==> src/rtl/aes_board_ctrl.sv <==
// Board front-end for the AES-128 core. It synchronises and debounces the
// push-buttons, builds the core text from a base value plus switches, and
// issues enc/dec starts against the core ready handshake. It also keeps the
// last result in a pageable LED window and stretches the done pulse.
//
// state  | meaning
// -------+--------------------------------------------------------------
// S_IDLE | waiting for an enc/dec press; text_o is latched on acceptance
// S_REQ  | request latched, waiting for core_ready_i before the start pulse
// S_BUSY | core running, waiting for core_done_i to capture the result
module aes_board_ctrl #(
  parameter int                      DATA_W          = 128,
  parameter int                      SW_W            = 4,
  parameter int                      LED_W           = 4,
  parameter logic [DATA_W-SW_W-1:0]  BASE_TEXT       = 124'h3243f6a8885a308d313198a2e037071,
  parameter int                      SYNC_STAGES     = 2,
  parameter int                      DEBOUNCE_CYCLES = 1_000_000,
  parameter int                      STRETCH_CYCLES  = 100_000_000
) (
  input  logic              clk,
  input  logic              rst,
  input  logic [SW_W-1:0]   sw,
  input  logic              btn_enc,
  input  logic              btn_dec,
  input  logic              btn_page,
  input  logic              core_ready_i,
  input  logic              core_done_i,
  input  logic [DATA_W-1:0] core_text_i,
  output logic              start_enc_o,
  output logic              start_dec_o,
  output logic [DATA_W-1:0] text_o,
  output logic [LED_W-1:0]  led,
  output logic              ready_o,
  output logic              busy_o,
  output logic              done_o
);

  localparam int N_BTN = 3;
  localparam int B_ENC = 0;
  localparam int B_DEC = 1;
  localparam int B_PAGE = 2;

  localparam int              DB_W    = (DEBOUNCE_CYCLES > 1) ? $clog2(DEBOUNCE_CYCLES) : 1;
  localparam logic [DB_W-1:0] DB_TC   = DB_W'(DEBOUNCE_CYCLES - 1);
  localparam int              ST_W    = $clog2(STRETCH_CYCLES + 1);
  localparam logic [ST_W-1:0] ST_LOAD = ST_W'(STRETCH_CYCLES);
  localparam int              PAGES   = DATA_W / LED_W;
  localparam int              PG_W    = (PAGES > 1) ? $clog2(PAGES) : 1;
  localparam logic [PG_W-1:0] PG_LAST = PG_W'(PAGES - 1);

  typedef enum logic [1:0] {
    S_IDLE = 2'd0,
    S_REQ  = 2'd1,
    S_BUSY = 2'd2
  } state_t;

  logic [N_BTN-1:0][SYNC_STAGES-1:0] sync_q, sync_d;
  logic [N_BTN-1:0][DB_W-1:0]        db_cnt_q, db_cnt_d;
  logic [N_BTN-1:0]                  db_q, db_d;
  logic [N_BTN-1:0]                  btn_raw, btn_s, press;

  state_t            state_q, state_d;
  logic              op_enc_q, op_enc_d;
  logic [DATA_W-1:0] text_q, text_d;
  logic              start_enc_q, start_enc_d;
  logic              start_dec_q, start_dec_d;
  logic [DATA_W-1:0] result_q, result_d;
  logic [PG_W-1:0]   page_q, page_d;
  logic [LED_W-1:0]  led_q, led_d;
  logic [ST_W-1:0]   stretch_q, stretch_d;

  // Synchroniser shift and debounce: count consecutive cycles of disagreement,
  // flip the debounced level at terminal count and flag a rising press.
  always_comb begin
    btn_raw = {btn_page, btn_dec, btn_enc};
    for (int i = 0; i < N_BTN; i++) begin
      sync_d[i]   = {sync_q[i][SYNC_STAGES-2:0], btn_raw[i]};
      btn_s[i]    = sync_q[i][SYNC_STAGES-1];
      db_d[i]     = db_q[i];
      db_cnt_d[i] = '0;
      press[i]    = 1'b0;
      if (btn_s[i] != db_q[i]) begin
        if (db_cnt_q[i] == DB_TC) begin
          db_d[i]  = btn_s[i];
          press[i] = btn_s[i];
        end else begin
          db_cnt_d[i] = db_cnt_q[i] + 1'b1;
        end
      end
    end
  end

  // Request FSM, start pulse generation, result capture and done stretch.
  always_comb begin
    state_d     = state_q;
    op_enc_d    = op_enc_q;
    text_d      = text_q;
    start_enc_d = 1'b0;
    start_dec_d = 1'b0;
    result_d    = result_q;
    stretch_d   = (stretch_q != '0) ? stretch_q - 1'b1 : stretch_q;
    case (state_q)
      S_IDLE: begin
        if (press[B_ENC] || press[B_DEC]) begin
          op_enc_d = press[B_ENC];
          text_d   = {BASE_TEXT, sw};
          state_d  = S_REQ;
        end
      end
      S_REQ: begin
        if (core_ready_i) begin
          start_enc_d = op_enc_q;
          start_dec_d = ~op_enc_q;
          state_d     = S_BUSY;
        end
      end
      S_BUSY: begin
        if (core_done_i) begin
          result_d  = core_text_i;
          stretch_d = ST_LOAD;
          state_d   = S_IDLE;
        end
      end
      default: state_d = S_IDLE;
    endcase
  end

  // LED page select with wrap; the window is registered from the current page.
  always_comb begin
    page_d = page_q;
    if (press[B_PAGE]) begin
      page_d = (page_q == PG_LAST) ? '0 : page_q + 1'b1;
    end
    led_d = result_q[page_q*LED_W +: LED_W];
  end

  // State register with synchronous reset.
  always_ff @(posedge clk) begin
    if (rst) begin
      sync_q      <= '0;
      db_cnt_q    <= '0;
      db_q        <= '0;
      state_q     <= S_IDLE;
      op_enc_q    <= 1'b0;
      text_q      <= {BASE_TEXT, {SW_W{1'b0}}};
      start_enc_q <= 1'b0;
      start_dec_q <= 1'b0;
      result_q    <= '0;
      page_q      <= '0;
      led_q       <= '0;
      stretch_q   <= '0;
    end else begin
      sync_q      <= sync_d;
      db_cnt_q    <= db_cnt_d;
      db_q        <= db_d;
      state_q     <= state_d;
      op_enc_q    <= op_enc_d;
      text_q      <= text_d;
      start_enc_q <= start_enc_d;
      start_dec_q <= start_dec_d;
      result_q    <= result_d;
      page_q      <= page_d;
      led_q       <= led_d;
      stretch_q   <= stretch_d;
    end
  end

  assign start_enc_o = start_enc_q;
  assign start_dec_o = start_dec_q;
  assign text_o      = text_q;
  assign led         = led_q;
  assign ready_o     = (state_q == S_IDLE) && core_ready_i;
  assign busy_o      = (state_q != S_IDLE);
  assign done_o      = (stretch_q != '0);

endmodule

==> config.mk <==
export PLATFORM = sky130hd
export DESIGN_NAME = aes_board_ctrl
export DESIGN_NICKNAME = d
export VERILOG_FILES = /design/src/rtl/aes_board_ctrl.sv
export SDC_FILE = /design/constraint.sdc
export NUM_CORES = 1
export LEC_CHECK = 0
export CAP_MARGIN = 20
export CORE_ASPECT_RATIO = 1.1
export CORE_MARGIN = 2
export CORE_UTILIZATION = 50
export DETAILED_ROUTE_END_ITERATION = 7
export PLACE_DENSITY = 0.92
export SLEW_MARGIN = 10
export SYNTH_ARGS = -nofsm -noshare
export SYNTH_HDL_FRONTEND = slang
export SYNTH_SLANG_ARGS = --single-unit
==> constraint.sdc <==
create_clock -name clk -period 2.8 [get_ports clk]
set_clock_uncertainty 0.2 [all_clocks]
set_input_delay 0.7 -clock clk [delete_from_list [all_inputs] [get_ports clk]]
set_output_delay 0.7 -clock clk [all_outputs]
set_load 0.05 [all_outputs]
[Yosys cells after proc, flatten, opt, wreduce, memory -nomap -nowiden]
Index checks and enable logic that the tools add are counted.
Storage, ports and cells
  flip-flop bits (word level): 242
  input bits: 139
  output and inout bits: 137
  logic and storage cells: 71
Cells by class
  add/sub/neg operators: 5
  eq/ne operators: 12
  shift-type cells: 1
  multiplexer cells: 14
  bitwise logic cells: 6
  reductions and logical operators: 15
Operator list (number)
  indexed part select 128 x 8 -> 4 bit: 1
  2-to-1 mux 27 bit: 3
  adder 20 x 1 -> 20 bit, second input constant: 3
  equality test 20 bit, second input constant: 3
  nonzero test 27 bit: 1
  subtractor 27 x 1 -> 27 bit, second input constant: 1
  OR reduction 3 bit: 4
  AND reduction 2 bit: 5
  2-to-1 mux 1 bit: 6
  2-to-1 mux 2 bit: 3
  != test 2 bit, second input constant: 3
  inverter 1 bit: 6
  case mux 2 bit (3 select lines): 1
  adder 5 x 1 -> 5 bit, second input constant: 1
  equality test 5 bit, second input constant: 1
  2-to-1 mux 5 bit: 1
  != test 1 bit: 3
  AND reduction 3 bit: 1
  equality test 2 x 1 -> 1 bit, second input constant: 1
  equality test 2 bit, second input constant: 1
  zero test 2 bit: 1
  nonzero test 2 bit: 1
  logical AND 1 bit: 1
  logical OR 1 bit: 1

[Depth between registers and ports, before layout]
Gate-level depths: netlist (run 1).
  word-level depth: 6
  depth in mapped cells: 8
  mapped depth without buffers: 8

[Least setup slack after synthesis (run 1)]
OpenSTA, ideal clock, no wires.
  path type: register to output
  start: reg stretch_q[0]
  end: out done_o
  arrival time: 1595 ps
  required time: 1900 ps
  slack: 305 ps
  stages on the path, launching flop included: 7
  buffers on the path: 0
  cell sequence: dfxtp_1 inv_1 ha_1 nor4b_1 nand3_1 nor3_1 inv_1
On the way
  word-level cells in the longest chain between the ends: 1
RTL lines
  start, declared: RTL line 70  | logic [ST_W-1:0] stretch_q, stretch_d;
  start signal, assigned: RTL line 164  | stretch_q <= stretch_d;
  nonzero test 27 bit: RTL line 174  | assign done_o = (stretch_q != '0);
  end, declared: RTL line 35  | output logic done_o
No other way between the ends.

[Worst setup path after layout (run 1)]
  start: reg stretch_q[1]
  end: out done_o
Same word-level chain as after synthesis.

==> flow_summary.json, run 1 <==
{
  "fin_area_um2": 13600,
  "cpMostUsedCell": "inv_2",
  "antenna_found_initial": 1,
  "drc": 0,
  "critPathMaxFanout": 3,
  "yosysUniqueCellTypes": 53,
  "synth_edf_count": 0,
  "boundaryPins": 276,
  "cts.sinks": 242,
  "critPathKind": "flip-flop to primary output",
  "core_area_um2": 22100,
  "reg2reg_to": "led[0]",
  "slowest_delay_ns": 0.33,
  "grt_pass1_vias": 9057,
  "cap_violations": 0,
  "drive_above_1_share_pct": 8.93,
  "synth_ff_type": "dfxtp_1",
  "nNetsFinal": 1596,
  "start_util_pct": 51.0,
  "portBuffers": 151,
  "yosysMostFrequentCell": "nand2_1",
  "drtIter0Drc": 838,
  "r2r_cells": 4,
  "period_needed_ns": 2.82,
  "crit_start": "stretch_q[1]",
  "hold_path_class": "flip-flop to flip-flop",
  "postRouteAntennaNets": 0,
  "rsz0062_at_grt": "yes",
  "clkTransAtPathRegs_ns": 0.06,
  "syn_area_um2": 11300,
  "place_ws_ns": 0.179,
  "drt-total-wl_mm": 27.4,
  "yosys-mux-area-fraction_pct": 8.12,
  "num_rows": 57,
  "start_kind": "flip-flop",
  "ctsHoldBuffers": 0,
  "track_usage_pct": 21.7,
  "yosys-top-cells-area": "dfxtp_1 (43%), nand2_1 (9.8%), buf_4 (8.4%)",
  "cts-root-buf": "clkbuf_16",
  "synth_top_family_by_area": "simple AND/OR/NAND/NOR gates",
  "placedInstanceArea_um2": 12600,
  "crit_required_ns": 1.90,
  "rrSetupSlack_ns": 0.36,
  "ys_top_cells_by_count": "nand2_1 (295), dfxtp_1 (242), a21oi_1 (149), buf_4 (126), nor2_1 (90)",
  "status": "finished with violations",
  "grt_max_degree": 109,
  "synth-seq-cells": 242,
  "fmax_ghz": 0.355,
  "synth_top_cell_by_area": "dfxtp_1",
  "cts_buffer_depth": 3,
  "worstPathCellList": "inv_2 -> ha_4 -> nor4b_4 -> nand3_2 -> nor3_4 -> inv_2 -> buf_8",
  "yosys.area_share.simple_pct": 22.3,
  "wire_per_inst_um": 15.5,
  "die_w_um": 147,
  "place_congestion": 0.858,
  "leakagePower_nw": 4.82,
  "slew-limit-headroom_pct": 39.2,
  "end_kind": "primary output",
  "worstMarginPinSlew_ns": 0.910,
  "ys_seq_area_share_pct": 43.0,
  "area_growth_pct": 20.7,
  "die_h_um": 162,
  "violations": "negative setup slack",
  "worstPathArrival_ns": 1.92,
  "netlist_instances": 1319,
  "synth-adder-area-share_pct": 0.777,
  "cp-endpoint": "done_o",
  "synth_compound_area_share_pct": 9.75,
  "period_share_pct": 101,
  "cts_buffers": 24,
  "hpwlAfterDp_mm": 18.2,
  "vias": 9523,
  "grt_pass1_wl_mm": 43.1,
  "finalMaxSlewViolations": 0,
  "cts_tree": "built",
  "via_per_inst": 5.40,
  "grt-ovfl-total": 0,
  "fin_ws_ns": -0.0174,
  "yosysWarnings": 0,
  "async_flop_share_pct": 0,
  "synth_area_per_cell_um2": 8.55,
  "synthXorXnorAreaFrac_pct": 4.89,
  "hold_violations": 0,
  "power.total_mw": 9.35,
  "first_pass_iters": 5,
  "setup_violations": 1,
  "clock_latency_ns": 0.53,
  "power.density_nw_per_um2": 687,
  "dieArea_um2": 23800,
  "r2r_start": "page_q[2]",
  "synth_top_area_share_pct": 43.0,
  "htree_levels": 1,
  "slowest_stage": "dfxtp_2",
  "ir_drop_mv": 0.457
}
-- where the power goes --
group          switching, mW  total, mW  internal [mW]
registers              0.250       3.85           3.60
clock network           1.35       3.33           1.98
logic                   1.29       2.18          0.883
-- stage by stage --
step                std cells  hold slack [ns]  utilization, %  TNS, ns
finish                   1763            0.253            61.6  -0.0174
global route             1763            0.270            61.6   -0.147
CTS                      1756            0.253            61.1        0
detailed placement       1712            0.230            57.1        0
global placement         1712            0.219            57.1        0
floorplan                1441            0.214               -        0
-- logic make-up (layout without fill, tap and decap cells) --
logic type,count (synthesis),count (layout)
XOR/XNOR,63,63
other,2,125
adder cells (fa/ha/maj),7,7
flip-flops,242,242
AND/OR/NAND/NOR,546,546
multiplexers,51,51
buffers and inverters,206,232
AO/OA/AOI/OAI,202,202
-- worst min path at each step --
stage	from	to	slack, ns	cells after the start
global placement	sync_d[3]	btn_s[1]	0.22	1
global route	result_q[100]	result_q[100]	0.27	2
CTS	result_q[123]	result_q[123]	0.25	2
floorplan	sync_d[1]	btn_s[0]	0.21	1
detailed placement	sync_d[1]	btn_s[0]	0.23	1
finish	result_q[24]	result_q[24]	0.25	2
-- state kept, by name (all words and copies together), names as in the netlist --
register and count:
stretch_q 27, sync_d 3, db_cnt_q 60, page_q 5
state_q 2, text_o 4, result_q 128, btn_s 3
db_q 3, start_enc_o 1, start_dec_o 1, op_enc_q 1
led 4
-- per-layer routing --
metal / GRT usage, % / vias to the layer above / part of all wire, %
met1: 26.4 / 4531 / 39
met2: 37.8 / 399 / 50
li1: - / 4505 / -
met5: 0 / - / 0
met3: 3.33 / 88 / 6.1
met4: 10.1 / 0 / 4.2
-- critical path, delay by kind of cell (launching register included) --
family / cells / cell delay, ns
buffers and inverters: 3 / 0.31
AND/OR/NAND/NOR: 3 / 0.62
adder cells (fa/ha/maj): 1 / 0.14
flip-flops: 1 / 0.33
-- final cells by class --
| class | instances | area (um2) |
|---|---|---|
| diodes | 1 | 2.50 |
| clock buffers | 36 | 726 |
| clock inverters | 7 | 100 |
| fillers | 1734 | 8500 |
| inverters | 10 | 37.5 |
| multi-input cells | 993 | 5740 |
| flip-flops and latches | 242 | 4850 |
| well taps | 295 | 369 |
| repair buffers | 179 | 1790 |
-- placed cells by master, fill, tap and decap left out, drive strengths merged, types with 5 or more instances in the layout --
cell           Yosys  final
a21oi            149    149
a31oi             10     10
and3              13     13
and4              10     10
buf              139     31
clkbuf            57     36
clkdlybuf4s50      0    147
clkinv             0      5
conb               2    124
dfxtp            242    242
ha                 7      7
inv               10     10
mux2i             15     15
mux4              32     32
nand2            295    295
nand3             30     30
nand4             16     16
nor2              90     90
nor2b             10     10
nor3              11     11
nor4              14     14
o21ai             19     19
o31ai              9      9
or3               20     20
or4               11     11
xnor2             25     25
xor2              38     38
-- what timing repair did --
item	in CTS	in global routing
setup buffers	1	6
setup endpoints to repair	1	2
gates resized for setup	10	14
pin swaps	1	3
Power figures use the tool's default switching activity.
==> run 2, diff against run 1 <==
CORE_UTILIZATION = 55   (was 50)
CTS_CLUSTER_DIAMETER = 80   (was unset)
DONT_BUFFER_PORTS = 1   (was unset)
PLACE_DENSITY = 0.81   (was 0.92)
==> run 2 against run 1 <==
Compared with the run above: the run now ends clean; sequential power barely moved; sequential share of layout area rose by 4.2 points; power rose by 4.3%; hold slack got worse by 0.21 ns; count of clock-buffer cells in the layout fell by 8; clock power rose by 14%; register-to-register slack got worse by 0.23 ns; design area fell by 10%; fmax rose by 0.63%; final cell count fell by 11%; die area fell by 8.9%; setup slack improved by 0.018 ns; highest routed layer unchanged.
==> flow_summary.json, run 2 (same netlist as run 1, synthesis figures left out) <==
{
  "track_usage_pct": 21.0,
  "grt_pass1_wl_mm": 37.8,
  "drt-total-wl_mm": 24.2,
  "period_needed_ns": 2.80,
  "start_util_pct": 56.4,
  "boundaryPins": 276,
  "layout_commonest_cell": "nand2_1",
  "status": "finished clean",
  "grt_max_degree": 170,
  "ir_drop_mv": 0.525,
  "r2r_cells": 12,
  "antenna_cells": 0,
  "portBuffers": 0,
  "hold_violations": 0,
  "hpwlAfterDp_mm": 16.1,
  "die_w_um": 141,
  "cts.sinks": 242,
  "antenna_found_initial": 0,
  "reg2reg_to": "stretch_q[20]",
  "finalMaxSlewViolations": 0,
  "critPathMaxFanout": 5,
  "fillers": 1666,
  "nNetsFinal": 1448,
  "placedInstanceArea_um2": 11000,
  "area_growth_pct": 8.10,
  "final_cell_mix": "nand2_1 (295), dfxtp_1 (237), a21oi_1 (149), conb_1 (124), nor2_1 (89)",
  "vias": 8639,
  "min_from": "rst",
  "setup_violations": 0,
  "postRouteAntennaNets": 0,
  "grt_pass1_vias": 7773,
  "fmax_ghz": 0.357,
  "drive_above_1_share_pct": 10.4,
  "place_congestion": 0.834,
  "cts_tree": "built",
  "cts_buffers": 26,
  "grt-ovfl-total": 0,
  "cts_buffer_depth": 3,
  "cap_violations": 0,
  "rrSetupSlack_ns": 0.13,
  "power.density_nw_per_um2": 800,
  "drc": 0,
  "top_register": "result_q",
  "seq_area_um2": 4850,
  "dieArea_um2": 21700,
  "drtIter0Drc": 742,
  "slowest_delay_ns": 0.37,
  "start_kind": "flip-flop",
  "critPathKind": "flip-flop to primary output",
  "multi_input_area_um2": 5750,
  "period_share_pct": 100,
  "wire_per_inst_um": 15.4,
  "clock_latency_ns": 0.54,
  "cts-root-buf": "clkbuf_16",
  "r2r_start": "stretch_q[19]",
  "rsz0062_at_grt": "yes",
  "slowest_stage": "dfxtp_4",
  "reg_top3": "result_q (128), db_cnt_q (60), stretch_q (27)",
  "worstPathCellList": "nor4_4 -> nand3_2 -> nor3_4 -> inv_2 -> buf_8",
  "leakagePower_nw": 4.25,
  "clkTransAtPathRegs_ns": 0.06,
  "first_pass_iters": 8,
  "hold_path_class": "input pin to flip-flop",
  "worstPathArrival_ns": 1.90,
  "largest_register_ffs": 128,
  "hold_depth": 1,
  "slew-limit-headroom_pct": 44.3,
  "crit_required_ns": 1.90,
  "worstMarginPinSlew_ns": 0.835,
  "fin_area_um2": 12200,
  "num_rows": 54,
  "power.total_mw": 9.76,
  "core_area_um2": 20000,
  "via_per_inst": 5.49,
  "htree_levels": 1,
  "end_kind": "primary output",
  "hold_end": "btn_s[0]",
  "die_h_um": 154
}
-- run 2: cell types whose count changed in the layout (fill, tap and decap cells not counted), sizes merged --
cell	previous run	this run
bufinv	2	7
diode	1	0
clkdlybuf4s50	147	0
buf	31	29
clkbuf	36	28
dlymetal6s2s	1	0
clkinvlp	0	5
clkinv	5	7
-- run 2: how the worst max path moves through the flow --
stage | start | to | slack, ns | cells after the start
final | stretch_q[19] | done_o | 0.0003 | 5
after global routing | stretch_q[1] | done_o | -0.05 | 7
after CTS | stretch_q[21] | done_o | 0.008 | 5
after detailed placement | stretch_q[0] | done_o | 0.19 | 7
after global placement | stretch_q[0] | done_o | 0.23 | 7
after floorplan | stretch_q[0] | done_o | 0.30 | 6
-- run 2: worst max-delay path: cells and delay by family (launching register included) --
| family | cells | cell delay, ns |
|---|---|---|
| flops | 1 | 0.37 |
| simple gates | 3 | 0.78 |
| buf+inv | 2 | 0.22 |
-- run 2: area by class of cell --
class	instances	area share, %
clock inverters	19	2.50
multi-input cells	993	47.1
repair buffers	29	2.19
inverters	10	0.308
well taps	252	2.59
flip-flops and latches	242	39.8
clock buffers	28	5.48
-- run 2: what timing repair did --
action                     CTS  global route
hold buffers                 0             0
resized for setup           10            17
setup endpoints to repair    1             5
gates cloned                 0             0
buffers inserted             8             6
pin swaps                    2             8
-- run 2: routing by layer --
layer,up-vias,GRT usage [%],share of wire (%)
met1,4066,27.1,41
met4,0,7.05,2.5
met2,302,35.8,50
met5,-,0,0
met3,56,3.81,6.4
li1,4215,-,-
-- run 2: power by group --
group	switching, mW	total [mW]	leakage, nW	internal (mW)
Clock	1.42	3.80	0.459	2.39
Combinational	1.26	2.11	1.84	0.849
Sequential	0.231	3.84	1.96	3.61
-- run 2: stage by stage --
stage	util (%)	hold slack, ns	worst slack, ns	setup TNS [ns]	instances
2_1_floorplan	-	0.214	0.305	0	1441
3_3_place_gp	55.0	0.217	0.229	0	1513
3_5_place_dp	55.0	0.220	0.187	0	1513
4_1_cts	60.4	0.0376	0.00840	0	1568
5_1_grt	61.0	0.0468	-0.0516	-0.0516	1573
6_report	61.0	0.0478	0.000339	0	1573
